`src/rtl/uart_tx_fifo.sv`:
```
// Memory-mapped UART transmitter with a byte FIFO drained by a framing FSM.
// Define UART_TX_PARITY_EN to add an even-parity bit (8E1). Without it, frames are 8N1.
module uart_tx_fifo #(
  parameter int CLKS_PER_BIT = 434,
  parameter int FIFO_DEPTH   = 8,
  parameter int DATA_WIDTH   = 32
) (
  input  logic                  i_clk,
  input  logic                  i_rst,
  input  logic [DATA_WIDTH-1:0] wd,
  input  logic [31:0]           address,
  input  logic                  we,
  input  logic                  re,
  output logic [DATA_WIDTH-1:0] rd,
  output logic                  tx
);

  localparam int PTR_W  = $clog2(FIFO_DEPTH);
  localparam int CNT_W  = PTR_W + 1;
  localparam int BAUD_W = $clog2(CLKS_PER_BIT);
  localparam logic [CNT_W-1:0]  DEPTH_CNT = CNT_W'(FIFO_DEPTH);
  localparam logic [BAUD_W-1:0] BAUD_LAST = BAUD_W'(CLKS_PER_BIT - 1);

`ifdef UART_TX_PARITY_EN
  typedef enum logic [2:0] {IDLE, START, DATA, PARITY, STOP} state_t;
`else
  typedef enum logic [2:0] {IDLE, START, DATA, STOP} state_t;
`endif

  state_t             state, state_next;
  logic [7:0]         mem [FIFO_DEPTH];
  logic [PTR_W-1:0]   wr_ptr, rd_ptr;
  logic [CNT_W-1:0]   count;
  logic               overflow;
  logic [BAUD_W-1:0]  baud_cnt;
  logic [2:0]         bit_cnt;
  logic [7:0]         shift;
`ifdef UART_TX_PARITY_EN
  logic               parity_bit;
`endif

  logic [1:0] offset;
  logic       push_req, push_ok, pop, clr_ovf, full, empty, baud_last;
  logic [DATA_WIDTH-1:0] status;
  logic       unused_bits;

  assign offset    = address[3:2];
  assign push_req  = we && (offset == 2'd0);
  assign clr_ovf   = we && (offset == 2'd1) && wd[3];
  assign full      = (count == DEPTH_CNT);
  assign empty     = (count == '0);
  assign pop       = (state == IDLE) && !empty;
  // A full FIFO still accepts a byte when the FSM frees a slot on the same edge.
  assign push_ok   = push_req && (!full || pop);
  assign baud_last = (baud_cnt == BAUD_LAST);
  assign unused_bits = ^{address[31:4], address[1:0], wd[DATA_WIDTH-1:8]};

  // NOTE: sequential state uses non-blocking assignments so every register samples pre-edge values.
  always_ff @(posedge i_clk) begin
    if (i_rst) state <= IDLE;
    else       state <= state_next;
  end

  // NOTE: defaults assigned first so no path through the case infers a latch.
  always_comb begin
    state_next = state;
    tx         = 1'b1;
    case (state)
      IDLE:  if (!empty) state_next = START;
      START: begin
        tx = 1'b0;
        if (baud_last) state_next = DATA;
      end
      DATA: begin
        tx = shift[0];
`ifdef UART_TX_PARITY_EN
        if (baud_last && bit_cnt == 3'd7) state_next = PARITY;
      end
      PARITY: begin
        tx = parity_bit;
        if (baud_last) state_next = STOP;
`else
        if (baud_last && bit_cnt == 3'd7) state_next = STOP;
`endif
      end
      STOP:    if (baud_last) state_next = IDLE;
      default: state_next = IDLE;
    endcase
  end

  always_ff @(posedge i_clk) begin
    if (i_rst) begin
      baud_cnt   <= '0;
      bit_cnt    <= '0;
      shift      <= '0;
`ifdef UART_TX_PARITY_EN
      parity_bit <= 1'b0;
`endif
    end else if (pop) begin
      baud_cnt   <= '0;
      bit_cnt    <= '0;
      shift      <= mem[rd_ptr];
`ifdef UART_TX_PARITY_EN
      parity_bit <= ^mem[rd_ptr];
`endif
    end else if (state != IDLE) begin
      if (baud_last) begin
        baud_cnt <= '0;
        if (state == DATA) begin
          shift   <= shift >> 1;
          bit_cnt <= bit_cnt + 3'd1;
        end
      end else begin
        baud_cnt <= baud_cnt + BAUD_W'(1);
      end
    end
  end

  always_ff @(posedge i_clk) begin
    if (i_rst) begin
      wr_ptr   <= '0;
      rd_ptr   <= '0;
      count    <= '0;
      overflow <= 1'b0;
    end else begin
      if (push_ok) wr_ptr <= wr_ptr + PTR_W'(1);
      if (pop)     rd_ptr <= rd_ptr + PTR_W'(1);
      count <= count + CNT_W'(push_ok) - CNT_W'(pop);
      if (push_req && !push_ok) overflow <= 1'b1;
      else if (clr_ovf)         overflow <= 1'b0;
    end
  end

  // NOTE: storage is deliberately not reset; pointers and count alone define which entries are valid.
  always_ff @(posedge i_clk) begin
    if (push_ok) mem[wr_ptr] <= wd[7:0];
  end

  always_comb begin
    status            = '0;
    status[0]         = full;
    status[1]         = empty;
    status[2]         = (state != IDLE);
    status[3]         = overflow;
    status[8 +: CNT_W] = count;
    rd                = '0;
    if (re && offset == 2'd1) rd = status;
  end

endmodule

```
`config.mk`:
```
export PLATFORM = sky130hd
export DESIGN_NAME = uart_tx_fifo
export DESIGN_NICKNAME = d
export VERILOG_FILES = /design/src/rtl/uart_tx_fifo.sv
export SDC_FILE = /design/constraint.sdc
export NUM_CORES = 1
export LEC_CHECK = 0
export ABC_CLOCK_PERIOD_IN_PS = 4600
export CORE_MARGIN = 5
export CORE_UTILIZATION = 35
export CTS_CLUSTER_DIAMETER = 40
export CTS_CLUSTER_SIZE = 8
export DETAILED_ROUTE_END_ITERATION = 16
export SETUP_SLACK_MARGIN = 0.2
export SYNTH_ARGS = -nofsm -noshare
export SYNTH_HDL_FRONTEND = slang
export SYNTH_SLANG_ARGS = --single-unit
```
`constraint.sdc`:
```
create_clock -name i_clk -period 4.6 [get_ports i_clk]
set_input_delay 0.92 -clock i_clk [delete_from_list [all_inputs] [get_ports i_clk]]
set_output_delay 0.92 -clock i_clk [all_outputs]
set_load 0.005 [all_outputs]
```
==> flow_summary.json <==
{
  "grt_usage": 0.1109,
  "timing_max_transition_violations_final": 0,
  "crit_chain": "clkdlybuf4s50_1, nand2_1, or2_2, nor2_1, clkdlybuf4s50_1",
  "endpoint": "rd[1]",
  "htree_levels": 3,
  "maxCapViolCount": 0,
  "diodes": 0,
  "cts.sinks": 100,
  "wl_per_cell_um": 14.69,
  "synth_area_leaders": "edfxtp_1, dfxtp_1, mux4_2",
  "cp_max_fo": 6,
  "synthArstFlopShare": 0,
  "r2r_end": "count[2]",
  "fmax_ghz": 0.2971,
  "critPathSlowestCell": "clkdlybuf4s50_1",
  "grt_setup_unrepaired": "false",
  "hp-class": "register to register",
  "multi_input_comb_area_um2": 1609,
  "fillers": 1180,
  "ys_warn_count": 0,
  "drtPass1Iterations": 4,
  "ant_nets": 0,
  "syn_area_per_cell_um2": 13.35,
  "synthXorXnorAreaFrac": 0.02757,
  "yosys.area_share.simple": 0.1109,
  "drive_gt1_frac": 0.1209,
  "netlist_area_um2": 4447,
  "synth_top_area_frac": 0.4322,
  "dr.first_iter.drc_count": 136,
  "synthTopCellsByCount": "edfxtp_1, dfxtp_1, nor2_1",
  "setup-violations-final": 0,
  "final_hold_viol_count": 0,
  "rr_worst_depth": 11,
  "r2r_start": "count[2]",
  "cts_tree": "done",
  "timing.slew.headroom": 0.3529,
  "setup_ws_ns": 1.234,
  "cp-end-kind": "output pin",
  "period_needed_ns": 3.366,
  "fin_worst_skew_ns": 0.01071,
  "leakage_nw": 1.717,
  "die_w_um": 122.7,
  "fin_tns_setup_ns": 0,
  "synthDistinctLibCells": 44,
  "dp_slack_ns": 1.225,
  "ir_drop_mv": 0.3022,
  "synth_seq_cells": 100,
  "critical_path_class": "input pin to output pin",
  "post_cts_resize_count": 0,
  "num_rows": 41,
  "grt_max_degree": 26,
  "synth_edf_count": 64,
  "viasPerCell": 4.659,
  "synthMuxAreaShare": 0.1047,
  "synth_compound_area_frac": 0.04896,
  "cts_buffer_depth": 2,
  "area.sequential_um2": 2643,
  "cp-start-kind": "input pin",
  "synth_most_common_cell": "edfxtp_1",
  "core_um2": 12520,
  "ys.flop_type": "edfxtp_1",
  "slowest_delay_ns": 0.51,
  "overflow": 0,
  "fin_nets": 444,
  "area_growth_pct": 13.96,
  "r2r_slack_ns": 1.47,
  "dieArea_um2": 15060,
  "status": "finished, final reports clean",
  "holdBufCountCts": 0,
  "wl_um": 7872,
  "arrival_ns": 2.45,
  "fin_crit_sh": 0.7318,
  "yosysTopAreaCell": "edfxtp_1",
  "clk_latency_ns": 0.35,
  "synth_fa_ha_area_frac": 0.04952,
  "grt_first_pass_wirelength_um": 12510,
  "ys_seq_area_frac": 0.5943,
  "crit_top_cell": "clkdlybuf4s50_1",
  "post_cts_buffers": 0,
  "cp.required_ns": 3.68,
  "clk_pin_slew_ns": 0.07,
  "netlist_instances": 333,
  "dp_hpwl_um": 5206,
  "die_y_um": 122.7,
  "cts.root.buffer_cell": "clkbuf_16",
  "cp-startpoint": "address[2]",
  "vias": 2497,
  "cts_inserted_buffers": 9,
  "port_buffers": 22,
  "p_per_area_nw_per_um2": 501.9,
  "drc": 0,
  "start_util": 0.3553,
  "grt_pass1_vias": 2452,
  "antenna_found_initial": 0,
  "gp_congestion": 0.7569,
  "io_pins": 101,
  "synth_top_family_by_area": "simple AND/OR/NAND/NOR gates",
  "worst_pin_slew_ns": 0.9676
}
## layout by cell type, fill, tap and decap left out, types with 3 or more instances in the layout
| cell | n |
|---|---|
| edfxtp_1 | 64 |
| nand2b_1 | 5 |
| mux2i_1 | 15 |
| ha_1 | 16 |
| o21ai_0 | 3 |
| nor4_1 | 3 |
| clkbuf_16 | 9 |
| clkdlybuf4s50_1 | 22 |
| xor2_1 | 5 |
| conb_1 | 24 |
| mux4_2 | 14 |
| xnor2_1 | 9 |
| nand3b_1 | 4 |
| inv_1 | 12 |
| a21oi_1 | 6 |
| inv_8 | 3 |
| nor2b_1 | 10 |
| buf_4 | 6 |
| nand2_1 | 11 |
| nor3_1 | 7 |
| dfxtp_1 | 36 |
| nor2_1 | 35 |
| a211oi_1 | 12 |
| nand3_1 | 3 |
## final cells by class
type / instances / share of cell area
Sequential cell: 100 / 0.5215
Clock buffer: 9 / 0.04444
Clock inverter: 7 / 0.01284
Inverter: 12 / 0.008889
Tap cell: 172 / 0.04247
Multi-Input combinational cell: 208 / 0.3175
Timing Repair Buffer: 28 / 0.05235
## how the worst min path moves through the flow
stage / from / end / slack (ns) / cells past startpoint
final: overflow / overflow / 0.48 / 2
after global routing: overflow / overflow / 0.51 / 2
after CTS: overflow / overflow / 0.49 / 2
after detailed placement: shift[7] / shift[7] / 0.48 / 2
after global placement: overflow / overflow / 0.46 / 2
after floorplan: overflow / overflow / 0.44 / 2
## routing by layer
layer | wire length, µm | track usage | part of all wire
met1 | 3412 | 0.1282 | 0.43
met2 | 4064 | 0.1947 | 0.52
met3 | 310 | 0.03963 | 0.039
met4 | 85 | 0.02939 | 0.011
met5 | 0 | 0 | 0
## cells by family (layout without fill, tap and decap cells)
| family | Yosys count | in the layout |
|---|---|---|
| XOR/XNOR | 14 | 14 |
| flip-flops | 100 | 100 |
| buffers and inverters | 48 | 56 |
| other | 1 | 24 |
| multiplexers | 29 | 29 |
| AO/OA/AOI/OAI | 31 | 31 |
| adder cells (fa/ha/maj) | 17 | 17 |
| AND/OR/NAND/NOR | 93 | 93 |
## critical path: cells and delay by family
kind          cells  cell delay (ns)
buf+inv           2             1.01
simple gates      3             0.51
## state kept, by name, indices dropped and copies added (netlist names), named ones only
register  flops
overflow      1
count         4
wr_ptr        3
baud_cnt      9
mem          64
state         2
shift         8
rd_ptr        3
bit_cnt       3
## power breakdown
part           total (W)  internal [W]  switching [W]
registers        0.00112       0.00104      0.0000783
logic           0.000686      0.000318       0.000367
clock network   0.000739      0.000382       0.000357
total            0.00254       0.00174       0.000802
## through the flow
| stage | hold WS, ns | util | instances | area (µm²) | total power [W] |
|---|---|---|---|---|---|
| 5_1_grt | 0.5122 | 0.4048 | 536 | 5067 | 0.002713 |
| 2_1_floorplan | 0.4449 | - | 356 | 4533 | 0.001673 |
| 6_report | 0.4819 | 0.4048 | 536 | 5067 | 0.002544 |
| 4_1_cts | 0.4884 | 0.4048 | 536 | 5067 | 0.002573 |
| 3_3_place_gp | 0.4603 | 0.3816 | 520 | 4777 | 0.001819 |
| 3_5_place_dp | 0.4771 | 0.3816 | 520 | 4777 | 0.001832 |
No activity file was read; power rests on OpenSTA's default activity.
==> patch: new RTL, same settings <==
Re-encode `state_t` (4 states) as one-hot, 4 bits wide.
--- a/src/rtl/uart_tx_fifo.sv
+++ b/src/rtl/uart_tx_fifo.sv
@@ -25,5 +25,5 @@
   typedef enum logic [2:0] {IDLE, START, DATA, PARITY, STOP} state_t;
 `else
-  typedef enum logic [2:0] {IDLE, START, DATA, STOP} state_t;
+  typedef enum logic [3:0] {IDLE = 4'b0001, START = 4'b0010, DATA = 4'b0100, STOP = 4'b1000} state_t;
 `endif
 
Check against the original RTL: same outputs for any inputs over 10 cycles, from zero or initial values and one cycle with i_rst high; not proved beyond that.
==> patch against the unedited design <==
Count of clock-buffer cells in the layout is 1 higher. Setup slack better by 0.16 ns. Via count is 12% higher. Largest power group unchanged. Wire length is 11% higher. Total power is 0.61% higher. Final area is 2.2% higher. Largest cell class unchanged. Sequential cell count is 2 higher. Synthesized area is 3.8% higher.
==> patch: results (changes against the unedited design) <==
* Status: finished clean
* Share of layout cells above drive strength 1 at 9.46% (-2.6 points)
* Clock Skew at 0.00825 ns (-0.00246 ns)
* Top flop regs: mem (64), baud_cnt (9), shift (8)
* Global route total overflow at 0 (unchanged)
* Synth unique cells at 53 (+20%)
* Clk Latency, worst-skew pair at 0.35 ns (about the same)
* Slowest cell on crit path: clkdlybuf4s50_1
* Slew at the pin closest to its max-slew limit at 0.935 ns (-0.0323 ns)
* All-Layer GR Usage at 11.6% (+0.48 points)
* Max VDD drop at 0.288 mV (-4.8%)
* PortBufs at 22 (unchanged)
* Seq/Total Area, Yosys at 58.1% (-1.3 points)
* Mux share of post-synthesis cell area at 8.21% (-2.3 points)
* GP Congestion at 0.760 (+0.34%)
* Synth Area in Compound Gates at 7.64% (+2.7 points)
* First-pass GRT wire length at 14,200 µm (+13%)
* Vias in the first global route at 2,707 (+10%)
* Post-DP HPWL at 5710 µm (+9.6%)
* Avg WL per Cell at 15.5 µm (+5.2%)
* Post-CTS Setup Bufs at 0 (unchanged)
* Post-cts resize count at 0 (unchanged)
* Final ANT Viol Nets at 0 (unchanged)
* Primary flip-flop cell chosen by synthesis mapping: edfxtp_1
* Post-synth EDFFs at 64 (unchanged)
* Yosys synthesis warning count at 0 (unchanged)
* Fin nets at 466 (+5.0%)
* CTS root buffer: clkbuf_16
* TritonCTS buffer count at 9 (unchanged)
* Synth top area cells: edfxtp_1 (42%), dfxtp_1 (16%), mux2i_1 (4.6%)
* CTS clk-pin slew, worst paths at 0.07 ns (about the same)
* Min-Delay Path Depth at 2 (unchanged)
* Commonest cells post-synth: edfxtp_1 (64), dfxtp_1 (38), nor2_1 (28)
* R2R Path Start: state[2]
* Register-to-Register Path Depth at 10 (-1)
* Asr flop ratio synth at 0% (unchanged)
* Hold crit path type: reg -> reg
* Post-Synth XOR/XNOR Area at 2.47% (-0.29 points)
* Hold Crit Start: shift[2]
* RR Endpoint: count[2]
* Post-Synth Adder-Cell Area at 3.41% (-1.5 points)
* Via total after detailed routing at 2,796 (+12%)
* Largest net degree at the start of global routing at 26 (unchanged)
* Hold endpoint: shift[1]
* Slowest stage delay, CP at 0.51 ns (about the same)
* H-tree depth at 3 (unchanged)
* DRT iter0 DRCs at 216 (+59%)
* Number of fill cells in the layout at 1,228 (+4.1%)
* Internal power at 1730 µW (-0.88%)
* Worst Path Arrival at 2.28 ns (-0.17 ns)
* Worst R2R Setup Slack at 2.00 ns (+0.53 ns)
* Leakage power at 0.00172 µW (+0.28%)
* Pre-CTS WS at 1.40 ns (+0.171 ns)
[patch: routing by layer]
layer	up-vias	global-route usage [%]	part of all wire (%)
met5	-	0	0
met4	0	3.70	1.5
met3	12	3.95	4.9
met2	63	19.3	50
met1	1368	14.2	43
li1	1353	-	-
[patch: area by class of cell]
| class | count | area [µm²] | area share (%) |
|---|---|---|---|
| Clock buffer | 10 | 229 | 4.42 |
| Multi-Input combinational cell | 239 | 1720 | 33.2 |
| Inverter | 8 | 30.0 | 0.580 |
| Sequential cell | 102 | 2680 | 51.8 |
| Clock inverter | 6 | 50.0 | 0.966 |
| Timing Repair Buffer | 26 | 250 | 4.83 |
| Tap cell | 176 | 220 | 4.25 |
[patch: cells by family (layout without fill, tap and decap cells)]
group           after synthesis  in the layout
xor+xnor                     13             13
simple gates                111            111
buf+inv                      52             50
other cells                   1             24
mux                          29             29
fa+ha+maj                    12             12
flops                       102            102
compound gates               50             50
[patch: how the worst max path moves through the flow]
stage / from / to / slack (ns) / cells past startpoint
final: address[3] / rd[9] / 1.40 / 4
after global routing: address[2] / rd[2] / 1.26 / 4
after CTS: address[3] / rd[9] / 1.39 / 4
after detailed placement: address[2] / rd[9] / 1.40 / 4
after global placement: address[3] / rd[0] / 1.41 / 4
after floorplan: address[2] / mem[0][0] / 2.03 / 4
[patch: power by group through the flow]
| stage | sequential [µW] | clock (µW) | combinational, µW |
|---|---|---|---|
| after floorplan | 1100 | 0 | 630 |
| after global placement | 1150 | 0 | 692 |
| after detailed placement | 1150 | 0 | 707 |
| after CTS | 1130 | 743 | 711 |
| after global routing | 1150 | 779 | 798 |
| final | 1130 | 724 | 703 |
[patch: worst max-delay path, delay by kind of cell]
kind,cells,cell delay (ns)
and+or+nand+nor,2,0.41
buffers and inverters,2,0.96
[patch: through the flow]
stage | util, % | cell area [µm²] | hold slack, ns | std cells | total power [µW]
floorplan | - | 4700 | 0.454 | 393 | 1730
global placement | 37.5 | 4900 | 0.465 | 551 | 1840
detailed placement | 37.5 | 4900 | 0.480 | 551 | 1860
CTS | 39.6 | 5180 | 0.490 | 567 | 2590
global route | 39.6 | 5180 | 0.515 | 567 | 2720
finish | 39.6 | 5180 | 0.489 | 567 | 2560
